`config.mk`:
```
export PLATFORM = sky130hd
export DESIGN_NAME = univ_shift_reg
export DESIGN_NICKNAME = d
export VERILOG_FILES = /design/src/rtl/univ_shift_reg.sv
export SDC_FILE = /design/constraint.sdc
export NUM_CORES = 1
export LEC_CHECK = 0
export CORE_ASPECT_RATIO = 1.75
export CORE_UTILIZATION = 45
export DETAILED_ROUTE_END_ITERATION = 10
export PLACE_DENSITY_LB_ADDON = 0.12
export RECOVER_POWER = 50
export SLEW_MARGIN = 20
export SYNTH_ARGS = -nofsm -noshare
export SYNTH_HDL_FRONTEND = slang
export SYNTH_SLANG_ARGS = --single-unit
```
`constraint.sdc`:
```
create_clock -name clk -period 2.5 [get_ports clk]
set_input_delay 0.5 -clock clk [delete_from_list [all_inputs] [get_ports clk]]
set_output_delay 0.5 -clock clk [all_outputs]
set_load 0.05 [all_outputs]
```
`src/rtl/univ_shift_reg.sv`:
```
// Universal shift register with a hold/load/shift/rotate/clear datapath and an
// N-step sequencer driven by a start/busy/done handshake.
module univ_shift_reg #(
  parameter int WIDTH = 8,
  parameter int AMT_W = 4
) (
  input  logic             clk,
  input  logic             rst,
  input  logic             en,
  input  logic [2:0]       mode,
  input  logic [WIDTH-1:0] load_data,
  input  logic             ser_in_l,
  input  logic             ser_in_r,
  input  logic             start,
  input  logic [AMT_W-1:0] amount,
  output logic [WIDTH-1:0] q,
  output logic             ser_out_l,
  output logic             ser_out_r,
  output logic             busy,
  output logic             done
);

  typedef enum logic [1:0] {
    IDLE = 2'd0,
    RUN  = 2'd1,
    DONE = 2'd2
  } state_t;

  localparam logic [2:0] OP_HOLD = 3'b000;
  localparam logic [2:0] OP_LOAD = 3'b001;
  localparam logic [2:0] OP_SHL  = 3'b010;
  localparam logic [2:0] OP_SHR  = 3'b011;
  localparam logic [2:0] OP_ROL  = 3'b100;
  localparam logic [2:0] OP_ROR  = 3'b101;
  localparam logic [2:0] OP_ASR  = 3'b110;
  localparam logic [2:0] OP_CLR  = 3'b111;

  state_t           state;
  state_t           state_nx;
  logic [WIDTH-1:0] q_nx;
  logic [AMT_W-1:0] cnt;
  logic [AMT_W-1:0] cnt_nx;
  logic [2:0]       smode;
  logic [2:0]       smode_nx;
  logic             launch;

  // One register step for the given op; serial inputs are used as they are now.
  function automatic logic [WIDTH-1:0] apply_op(
    input logic [2:0]       op,
    input logic [WIDTH-1:0] cur,
    input logic [WIDTH-1:0] ld,
    input logic             sl,
    input logic             sr
  );
    logic [WIDTH-1:0] res;
    case (op)
      OP_HOLD: res = cur;
      OP_LOAD: res = ld;
      OP_SHL:  res = {cur[WIDTH-2:0], sr};
      OP_SHR:  res = {sl, cur[WIDTH-1:1]};
      OP_ROL:  res = {cur[WIDTH-2:0], cur[WIDTH-1]};
      OP_ROR:  res = {cur[0], cur[WIDTH-1:1]};
      OP_ASR:  res = {cur[WIDTH-1], cur[WIDTH-1:1]};
      OP_CLR:  res = {WIDTH{1'b0}};
      default: res = cur;
    endcase
    return res;
  endfunction

  // Only the shift/rotate family can be sequenced; hold/load/clear stay direct ops.
  assign launch = start && (mode >= OP_SHL) && (mode <= OP_ASR);

  // Next-state, next-data and step-count logic.
  always_comb begin
    state_nx = state;
    q_nx     = q;
    cnt_nx   = cnt;
    smode_nx = smode;
    case (state)
      IDLE: begin
        if (launch) begin
          smode_nx = mode;
          cnt_nx   = amount;
          if (amount != {AMT_W{1'b0}}) begin
            state_nx = RUN;
          end else begin
            state_nx = DONE;
          end
        end else if (en) begin
          q_nx = apply_op(mode, q, load_data, ser_in_l, ser_in_r);
        end else begin
          q_nx = q;
        end
      end
      RUN: begin
        if (en) begin
          q_nx   = apply_op(smode, q, load_data, ser_in_l, ser_in_r);
          cnt_nx = cnt - {{(AMT_W-1){1'b0}}, 1'b1};
          if (cnt == {{(AMT_W-1){1'b0}}, 1'b1}) begin
            state_nx = DONE;
          end else begin
            state_nx = RUN;
          end
        end else begin
          state_nx = RUN;
        end
      end
      DONE: begin
        state_nx = IDLE;
      end
      default: begin
        state_nx = IDLE;
      end
    endcase
  end

  // State, data and handshake registers; busy/done decode the upcoming state.
  always_ff @(posedge clk or posedge rst) begin
    if (rst) begin
      state <= IDLE;
      q     <= {WIDTH{1'b0}};
      cnt   <= {AMT_W{1'b0}};
      smode <= OP_HOLD;
      busy  <= 1'b0;
      done  <= 1'b0;
    end else begin
      state <= state_nx;
      q     <= q_nx;
      cnt   <= cnt_nx;
      smode <= smode_nx;
      busy  <= (state_nx == RUN);
      done  <= (state_nx == DONE);
    end
  end

  assign ser_out_l = q[WIDTH-1];
  assign ser_out_r = q[0];

endmodule

```
Word level (Yosys, flattened, before mapping)
Cells that the tools add are included.
{"block": "op_classes", "add_sub_neg": 1, "magnitude_cmp": 2, "eq_ne": 26, "mux": 14, "n_reduce_logical": 11}
{"operator": "$pmux W8 S7", "count": 2}
{"operator": "$eq A3 B3 Y1 const B", "count": 8}
{"operator": "$mux W8", "count": 3}
{"operator": "$ne A2 B2 Y1 const B", "count": 8}
{"operator": "$pmux W8 S2", "count": 1}
{"operator": "$eq A3 B2 Y1 const B", "count": 4}
{"operator": "$mux W2", "count": 4}
{"operator": "$mux W4", "count": 2}
{"operator": "$pmux W4 S2", "count": 1}
{"operator": "$reduce_and A8 Y1", "count": 1}
{"operator": "$eq A3 B1 Y1 const B", "count": 2}
{"operator": "$logic_not A3 Y1", "count": 2}
{"operator": "$reduce_and A6 Y1", "count": 1}
{"operator": "$eq A2 B1 Y1 const B", "count": 2}
{"operator": "$eq A4 B1 Y1 const B", "count": 1}
{"operator": "$pmux W2 S2", "count": 1}
{"operator": "$reduce_bool A4 Y1", "count": 1}
{"operator": "$sub A4 B1 Y4 const B", "count": 1}
{"operator": "$ge A3 B2 Y1 const B", "count": 1}
{"operator": "$le A3 B3 Y1 const B", "count": 1}
{"operator": "$reduce_and A3 Y1", "count": 1}
{"operator": "$eq A2 B2 Y1 const B", "count": 1}
{"operator": "$logic_and A1 B1 Y1", "count": 2}
{"operator": "$logic_not A2 Y1", "count": 1}
{"operator": "2 further kinds", "count": 2}
{"block": "word_totals", "register_bits": 19, "inputBits": 21, "out_inout_bits": 12, "wordCells": 61}

Logic depth before layout (Yosys ltp)
Gate-level depths: netlist of run 1.
{"block": "depth", "depth_word": 6, "depth_mapped": 6, "depth_no_buf": 5}

Worst setup path before layout of run 1
No wires, ideal clock.
{"block": "synth_timing", "path_kind": "flip-flop to flip-flop", "startpoint": "reg q[6]", "endpoint": "reg q[7]", "setup_time_ns": 0.084, "t_arrival_ns": 1.589, "required_ns": 2.416, "slack_ns": 0.827, "stages_incl_launch_ff": 5, "n_path_buf": 0, "synth_period_minus_slack_ns": 1.673, "path_cell_list": "dfrtp_1 > nor2_1 > or3_1 > a221o_1 > a41oi_2"}
{"block": "synth_between", "elab_chain_len": 4, "word_cells_on_any_way": 6, "cone_classes": "mux: 6"}
{"item": "start: declaration", "line_no": "16", "text": "output logic [WIDTH-1:0] q,"}
{"item": "start signal: assignment", "line_no": "121", "text": "q <= {WIDTH{1'b0}};"}
{"item": "start signal: assignment", "line_no": "128", "text": "q <= q_nx;"}
{"item": "$pmux W8 S7", "line_no": "56", "text": "case (op)"}
{"item": "$mux W8", "line_no": "89", "text": "end else if (en) begin"}
{"item": "$mux W8", "line_no": "81", "text": "if (launch) begin"}
{"item": "$pmux W8 S2 (*)", "line_no": "79", "text": "case (state)"}
Every way passes the cells marked *; elsewhere a longest branch is shown, timed or not. The select of a mux whose other input is x is not followed.
A chain may end at the register's enable or synchronous reset.

Worst setup path after layout of run 1
{"block": "layout_timing", "startpoint": "in mode[0]", "endpoint": "reg q[0]"}
{"block": "layout_between", "elab_chain_len": 5, "word_cells_on_any_way": 19, "cone_classes": "order compare: 2; eq/ne: 9; mux: 4; reduce/logical: 4"}
{"item": "start: declaration", "line_no": "10", "text": "input logic [2:0] mode,"}
{"item": "$eq A3 B3 Y1, or another cell as far along", "line_no": "56"}
{"item": "$pmux W8 S7 / $logic_and A1 B1 Y1 (equally long branches)", "line_no": "56, 71"}
{"item": "$mux W8 / $logic_and A1 B1 Y1 (equally long branches)", "line_no": "89, 71"}
{"item": "$mux W8 / $ne A2 B2 Y1 (equally long branches)"}
{"item": "$pmux W8 S2 / $reduce_and A6 Y1 (equally long branches)"}
Parallel ways exist; a longest one is shown, timed or not. The select of a mux whose other input is x is not followed.

==> results of run 1 <==
==> final timing paths <==
kind                       startpoint  endpoint  slack, ps
max                           mode[0]      q[0]        250
min                            cnt[3]    cnt[3]        550
max reg2reg                  state[0]      q[2]        640
min reg2reg                    cnt[3]    cnt[3]        550
max in group asynchronous         rst  smode[0]       1210
min in group asynchronous         rst      q[7]        820
==> cells in the final DEF (no fill, tap or decap), types with 2 or more instances in the layout <==
| cell type | count |
|---|---|
| a211oi_1 | 7 |
| a21oi_1 | 6 |
| a22oi_1 | 4 |
| a31oi_1 | 2 |
| and3_1 | 2 |
| and3b_1 | 3 |
| buf_4 | 9 |
| clkbuf_1 | 4 |
| clkbuf_8 | 3 |
| clkdlybuf4s50_1 | 30 |
| dfrtp_1 | 19 |
| dlygate4sd3_1 | 2 |
| ha_1 | 2 |
| inv_1 | 6 |
| mux2i_1 | 13 |
| nand2_1 | 8 |
| nand2b_1 | 3 |
| nand3_1 | 5 |
| nor2_1 | 21 |
| nor2b_1 | 3 |
| nor3b_1 | 2 |
| o21ai_0 | 7 |
| o21ai_1 | 7 |
| o22ai_1 | 10 |
| o2bb2ai_1 | 6 |
| o31ai_1 | 6 |
| or4_1 | 2 |
==> final cells by class <==
class	count	share of cell area, %
multi-input combinational	139	48.3
sequential	19	24.7
timing repair buffer	44	20.7
tap	43	2.79
clock buffer	4	2.34
inverter	6	1.17
==> layer usage <==
metal	vias up	GRT usage [%]
met5	-	0
met4	0	16.5
met3	10	2.99
met2	56	46.3
met1	745	29.3
li1	739	-
==> worst max-delay path, stage by stage <==
cell	delay [ps]
dlygate4sd3_1	780
clkbuf_1	290
nand2b_1	150
a21oi_1	60
a2111oi_0	480
o41ai_1	120
==> flip-flops by register name, indices dropped and copies added (netlist names) <==
register	flops
smode	3
state	2
cnt	4
done	1
busy	1
q	8
==> per-stage QoR <==
step           area [um2]  hold WS [ps]  power, uW  instances
2_1_floorplan        1510           451       1750        178
3_3_place_gp         1890           527       2200        251
3_5_place_dp         1890           535       2230        251
4_1_cts              1940           551       2460        255
5_1_grt              1930           628       2630        255
6_report             1930           552       2450        255
==> power by group through the flow <==
| stage | registers, uW | clock network (uW) | logic (uW) |
|---|---|---|---|
| after global placement | 658 | 0 | 1550 |
| after floorplan | 861 | 0 | 888 |
| final | 663 | 218 | 1570 |
| after detailed placement | 661 | 0 | 1570 |
| after global routing | 685 | 239 | 1710 |
| after CTS | 658 | 221 | 1580 |
==> cell families after synthesis <==
kind of cell / Yosys count / synth area share [%]
adder cells (fa/ha/maj): 2 / 1.66
buffers and inverters: 20 / 6.88
AO/OA/AOI/OAI: 65 / 29.9
XOR/XNOR: 1 / 0.580
AND/OR/NAND/NOR: 58 / 20.9
flip-flops: 19 / 31.5
multiplexers: 13 / 8.62
==> metrics.csv, run 1 <==
stage,metric,value,unit
run_status,status,finished clean,
worst_setup_path,endpoint_kind,flop,
synth,netlist_area,1510,um2
worst_setup_path,arrival,2380,ps
placement,dp_hpwl,3290,um
drt,top_layer_used,met4,
floorplan,die-area,3600,um2
clocking,path_clk_slew,70,ps
drt,vias_per_cell,6.08,
timing,hold_viol_final,0,
synth,syn-mean-instance-area,8.48,um2
timing,slew_headroom,49.1,%
synth,synth.area.top_cells,"dfrtp_1, mux2i_1, nor2_1",
synth,yosysMostFrequentCell,nor2_1,
cells_and_area,ff_latch_area,475,um2
worst_setup_path,crit_path_start_kind,input pin,
synth,yosys_warnings,0,
global_routing,grt_pass1_vias,1576,
synth,ys_ff_latch,19,
drt,num_vias,1550,
power,p_sw,1270,uW
worst_setup_path,reg2reg_depth,4,
timing,drv_slew,0,
timing,setup_ws,252,ps
synth,synth_nets,201,
cells_and_area,nets,236,
drt,routed-wl-met3,177,um
drt,wl_met1,1680,um
power,power_density,1270,nW/um2
clocking,postCtsHoldBufs,0,
worst_setup_path,path_class,in -> reg,
synth,synthCells,178,
clocking,postCtsSetupBuffers,0,
cells_and_area,area_growth,27.6,%
global_routing,grtUsageTotal,26.8,%
clocking,clock-sinks,19,
timing,rsz0062_at_grt,no,
floorplan,ioPinCount,33,
drt,drt-initial-drc-count,50,
floorplan,dieWidth,45.8,um
timing,finalSetupViolations,0,
min_path,hp-class,reg -> reg,
clocking,cts_tree,done,
power,combPwrFrac,64.0,%
drt,route.detailed.drc,0,
drt,met2_length,2350,um
global_routing,grt_first_pass_wirelength,7110,um
timing,period_minus_slack,2250,ps
cells_and_area,multiInputGateArea,931,um2
synth,yosysTopAreaCell,dfrtp_1,
drt,firstDrtPassIters,4,
global_routing,grt-ovfl-total,0,
synth,synthTopCellsByCount,"nor2_1, dfrtp_1, mux2i_1",
drt,postRouteWirelength,4350,um
power,clock_power_share,8.9,%
clocking,ctsResizeCount,0,
worst_setup_path,worstPathMaxFanout,9,
synth,synth-edff-count,0,
power,p_leak,0.000802,uW
floorplan,die_h,78.6,um
timing,worst_pin_slew,755,ps
min_path,whs_path_depth,2,
power,power_switching_share,51.7,%
synth,ys_types,47,
drt,wl_per_cell,17.1,um
clocking,cts.path.max_buffers,2,
placement,gp_congestion,0.876,
drt,ant_nets,0,
synth,synth_flop_cell,dfrtp_1,
timing,finalCritPeriodShare,89.9,%
timing,max_freq,0.445,GHz
placement,place_ws,192,ps
power,vdd_drop_max,0.701,mV
global_routing,grt_max_degree,20,
clocking,clock_tree.htree_level_count,1,
cells_and_area,fin_util,60.7,%
power,intPower,1180,uW
worst_setup_path,required,2640,ps
cells_and_area,layout-drive-gt1-share,7.08,%
cells_and_area,diodes,0,
cells_and_area,nFillCells,298,
clocking,cts_root_buf,clkbuf_8,
global_routing,antenna_found_initial,0,
floorplan,initial_core_util,47.6,%
timing,setup_tns,0,ps
synth,seq_area_frac_synth,31.5,%
power,seqPwrFrac,27.1,%
timing,fin_skew,6.39,ps
synth,synth_top_area_share,31.5,%
clocking,cts_buffers,3,
placement,port_buffers,32,
job,cap_violations,0,
floorplan,rows,27,
synth,synth_async_sr_flop_share,100,%
floorplan,fp.coreArea,3180,um2
clocking,clk_latency,260,ps
Power figures use the tool's default switching activity.
==> run 2, diff against run 1 <==
--- a/config.mk
+++ b/config.mk
@@ -7,6 +7,7 @@
 export LEC_CHECK = 0
 export CORE_ASPECT_RATIO = 1.75
 export CORE_UTILIZATION = 45
+export CTS_CLUSTER_DIAMETER = 80
 export DETAILED_ROUTE_END_ITERATION = 10
 export PLACE_DENSITY_LB_ADDON = 0.12
 export RECOVER_POWER = 50
==> results of run 2 <==
Same layout as run 1: the final DEF is identical, and so are final timing and power.
==> run 3, diff against run 2 <==
--- a/config.mk
+++ b/config.mk
@@ -5,6 +5,7 @@
 export SDC_FILE = /design/constraint.sdc
 export NUM_CORES = 1
 export LEC_CHECK = 0
+export ABC_AREA = 1
 export CORE_ASPECT_RATIO = 1.75
 export CORE_UTILIZATION = 45
 export CTS_CLUSTER_DIAMETER = 80
==> run 3 against run 2 <==
  * Clock power grew 3%
  * Final cell count grew 26%
  * Utilization shrank 5.1 points
  * Critical path depth shrank 5
  * Area after synthesis grew 11%
  * Count of clock-buffer cells in the layout is the same
  * Cell area grew 3.6%
  * Maximum frequency grew 3.2%
  * Non-clock buffer count shrank 11
  * Sequential power shrank 3%
  * Global-route usage shrank 2.3 points
  * Via count grew 7.9%
  * Largest power group unchanged
  * Highest routed layer unchanged
==> metrics.csv, run 3 <==
stage,metric,value,unit
synth,netlist_area,1680,um2
cells_and_area,largest_reg_flops,8,
run_status,status,finished clean,
timing,max_freq,0.459,GHz
drt,vias_per_cell,5.20,
synth,synthTopCellsByCount,"nand2_1, nand3_1, nor2_1",
power,vdd_drop_max,0.669,mV
clocking,postCtsHoldBufs,0,
timing,period_minus_slack,2180,ps
global_routing,antenna_found_initial,0,
clocking,postCtsSetupBuffers,0,
drt,postRouteWirelength,4140,um
global_routing,grtUsageTotal,24.5,%
timing,finalSetupViolations,0,
cells_and_area,diodes,0,
global_routing,grt_first_pass_wirelength,6930,um
synth,synth.area.top_cells,"dfrtp_1, nand2_1, nand3_1",
timing,finalCritPeriodShare,87.1,%
min_path,hp-class,reg -> reg,
power,p_leak,0.000980,uW
timing,rsz0062_at_grt,no,
cells_and_area,mostFrequentLayoutCells,"nand2_1, clkdlybuf4s50_1, nand3_1",
timing,worst_pin_slew,748,ps
cells_and_area,nets,300,
drt,wl_per_cell,12.8,um
clocking,clock_tree.htree_level_count,1,
worst_setup_path,r2r-end,q[7],
worst_setup_path,critPathMaxStageDelay,870,ps
clocking,ctsResizeCount,0,
cells_and_area,layout-drive-gt1-share,11.2,%
global_routing,grt_max_degree,20,
worst_setup_path,path_cells,clkdlybuf4s50_1,
placement,place_ws,340,ps
worst_setup_path,path_class,reg -> out,
timing,setup_tns,0,ps
floorplan,rows,29,
clocking,path_clk_slew,70,ps
timing,hold_viol_final,0,
synth,ys_ff_latch,19,
worst_setup_path,cp-endpoint,q[7],
drt,drt-initial-drc-count,44,
clocking,cts_root_buf,clkbuf_8,
floorplan,die_h,82.8,um
power,power_density,1240,nW/um2
cells_and_area,area_growth,19.0,%
cells_and_area,largest-register,q,
synth,synth_top_area_share,28.3,%
drt,firstDrtPassIters,4,
clocking,cts.path.max_buffers,2,
drt,num_vias,1673,
worst_setup_path,path_buf_inv,1,
synth,yosysTopAreaCell,dfrtp_1,
synth,synthCells,250,
floorplan,die-area,3990,um2
worst_setup_path,endpoint_kind,primary output,
global_routing,grt-ovfl-total,0,
placement,port_buffers,32,
synth,syn-mean-instance-area,6.71,um2
worst_setup_path,crit_cells,1,
worst_setup_path,crit_path_start_kind,flop,
cells_and_area,nFillCells,350,
floorplan,dieWidth,48.2,um
timing,fin_skew,0.906,ps
floorplan,fp.coreArea,3590,um2
placement,gp_congestion,0.823,
clocking,cts_buffers,3,
synth,ys_types,33,
timing,drv_slew,0,
synth,yosysMostFrequentCell,nand2_1,
synth,seq_area_frac_synth,28.3,%
floorplan,initial_core_util,46.7,%
worst_setup_path,reg2reg_depth,8,
synth,yosys_warnings,0,
synth,synth-edff-count,0,
cells_and_area,final_common_cell,nand2_1,
worst_setup_path,crit_path_start,q[7],
clocking,clock-sinks,19,
worst_setup_path,worstPathMaxFanout,7,
worst_setup_path,arrival,1680,ps
synth,synth_flop_cell,dfrtp_1,
clocking,cts_tree,done,
placement,dp_hpwl,3150,um
clocking,clk_latency,260,ps
worst_setup_path,reg2reg_from,state[0],
floorplan,ioPinCount,33,
job,cap_violations,0,
timing,slew_headroom,50.0,%
worst_setup_path,r2r_slack,970,ps
global_routing,grt_pass1_vias,1526,
synth,synth_async_sr_flop_share,100,%
worst_setup_path,critPathTopFamily,buffers and inverters,
cells_and_area,top_regs,"q (8), cnt (4), smode (3)",
timing,setup_ws,321,ps
worst_setup_path,required,2000,ps
worst_setup_path,critPathSlowestCell,clkdlybuf4s50_1,
synth,synth_nets,273,
drt,route.detailed.drc,0,
drt,ant_nets,0,
-- run 3: cell types whose count changed after synthesis, sizes merged, moves of 8 or more --
cell   change
inv       +19
mux2i     -13
nand2     +88
nand3     +23
nand4      +9
nor2       +8
-- run 3: worst reg2reg max path, stage by stage (launching register included) --
cell	delay (ps)
dfrtp_1	420
inv_2	70
nor2_4	340
buf_4	260
nor2_1	60
o21ai_0	60
nand2_1	90
nand2_1	60
nand2_1	50
-- run 3: metrics by stage --
step	utilization [%]	area, um2	hold WS [ps]	total power (uW)	cells
6_report	55.6	2000	591	2480	322
5_1_grt	55.6	2000	622	2720	322
4_1_cts	55.8	2000	594	2500	322
3_5_place_dp	54.5	1960	576	2280	318
3_3_place_gp	54.5	1960	573	2260	318
2_1_floorplan	-	1680	451	1910	250
-- run 3: cell type report --
cell class	instances	area, um2	area share, %
Clock buffer	4	45.0	2.26
Timing Repair Buffer	33	328	16.4
Sequential cell	19	475	23.8
Tap cell	46	57.6	2.88
Multi-Input combinational cell	194	983	49.2
Inverter	26	108	5.39
-- run 3: per-layer routing --
| metal | vias to the layer above | GRT usage, % | share of wire (%) |
|---|---|---|---|
| met3 | 5 | 1.95 | 2.2 |
| li1 | 857 | - | - |
| met1 | 771 | 29.9 | 43 |
| met2 | 40 | 42.1 | 54 |
| met5 | - | 0 | 0 |
| met4 | 0 | 9.72 | 1.6 |
-- run 3: report_power, final --
part / internal, uW / total (uW) / switching [uW]
Sequential: 439 / 643 / 205
Combinational: 576 / 1610 / 1040
Clock: 114 / 224 / 111
-- run 3: how the worst min path moves through the flow --
stage                start      to  slack (ps)  depth (start not counted)
floorplan              rst    busy         450                          1
global route        cnt[3]  cnt[3]         620                          2
CTS                 cnt[3]  cnt[3]         590                          2
finish              cnt[3]  cnt[3]         590                          2
global placement    cnt[3]  cnt[3]         570                          2
detailed placement  cnt[3]  cnt[3]         580                          2
-- run 3: cells by family (layout without fill, tap and decap cells) --
kind of cell | after synthesis | in the layout | share of synthesized area (%)
AOI/OAI and AO/OA | 26 | 26 | 10.1
xor gates and xnor gates | 2 | 2 | 1.04
adders and majority gates | 2 | 2 | 1.49
buffers and inverters | 37 | 63 | 12.6
DFF | 19 | 19 | 28.3
and+or+nand+nor | 164 | 164 | 46.5
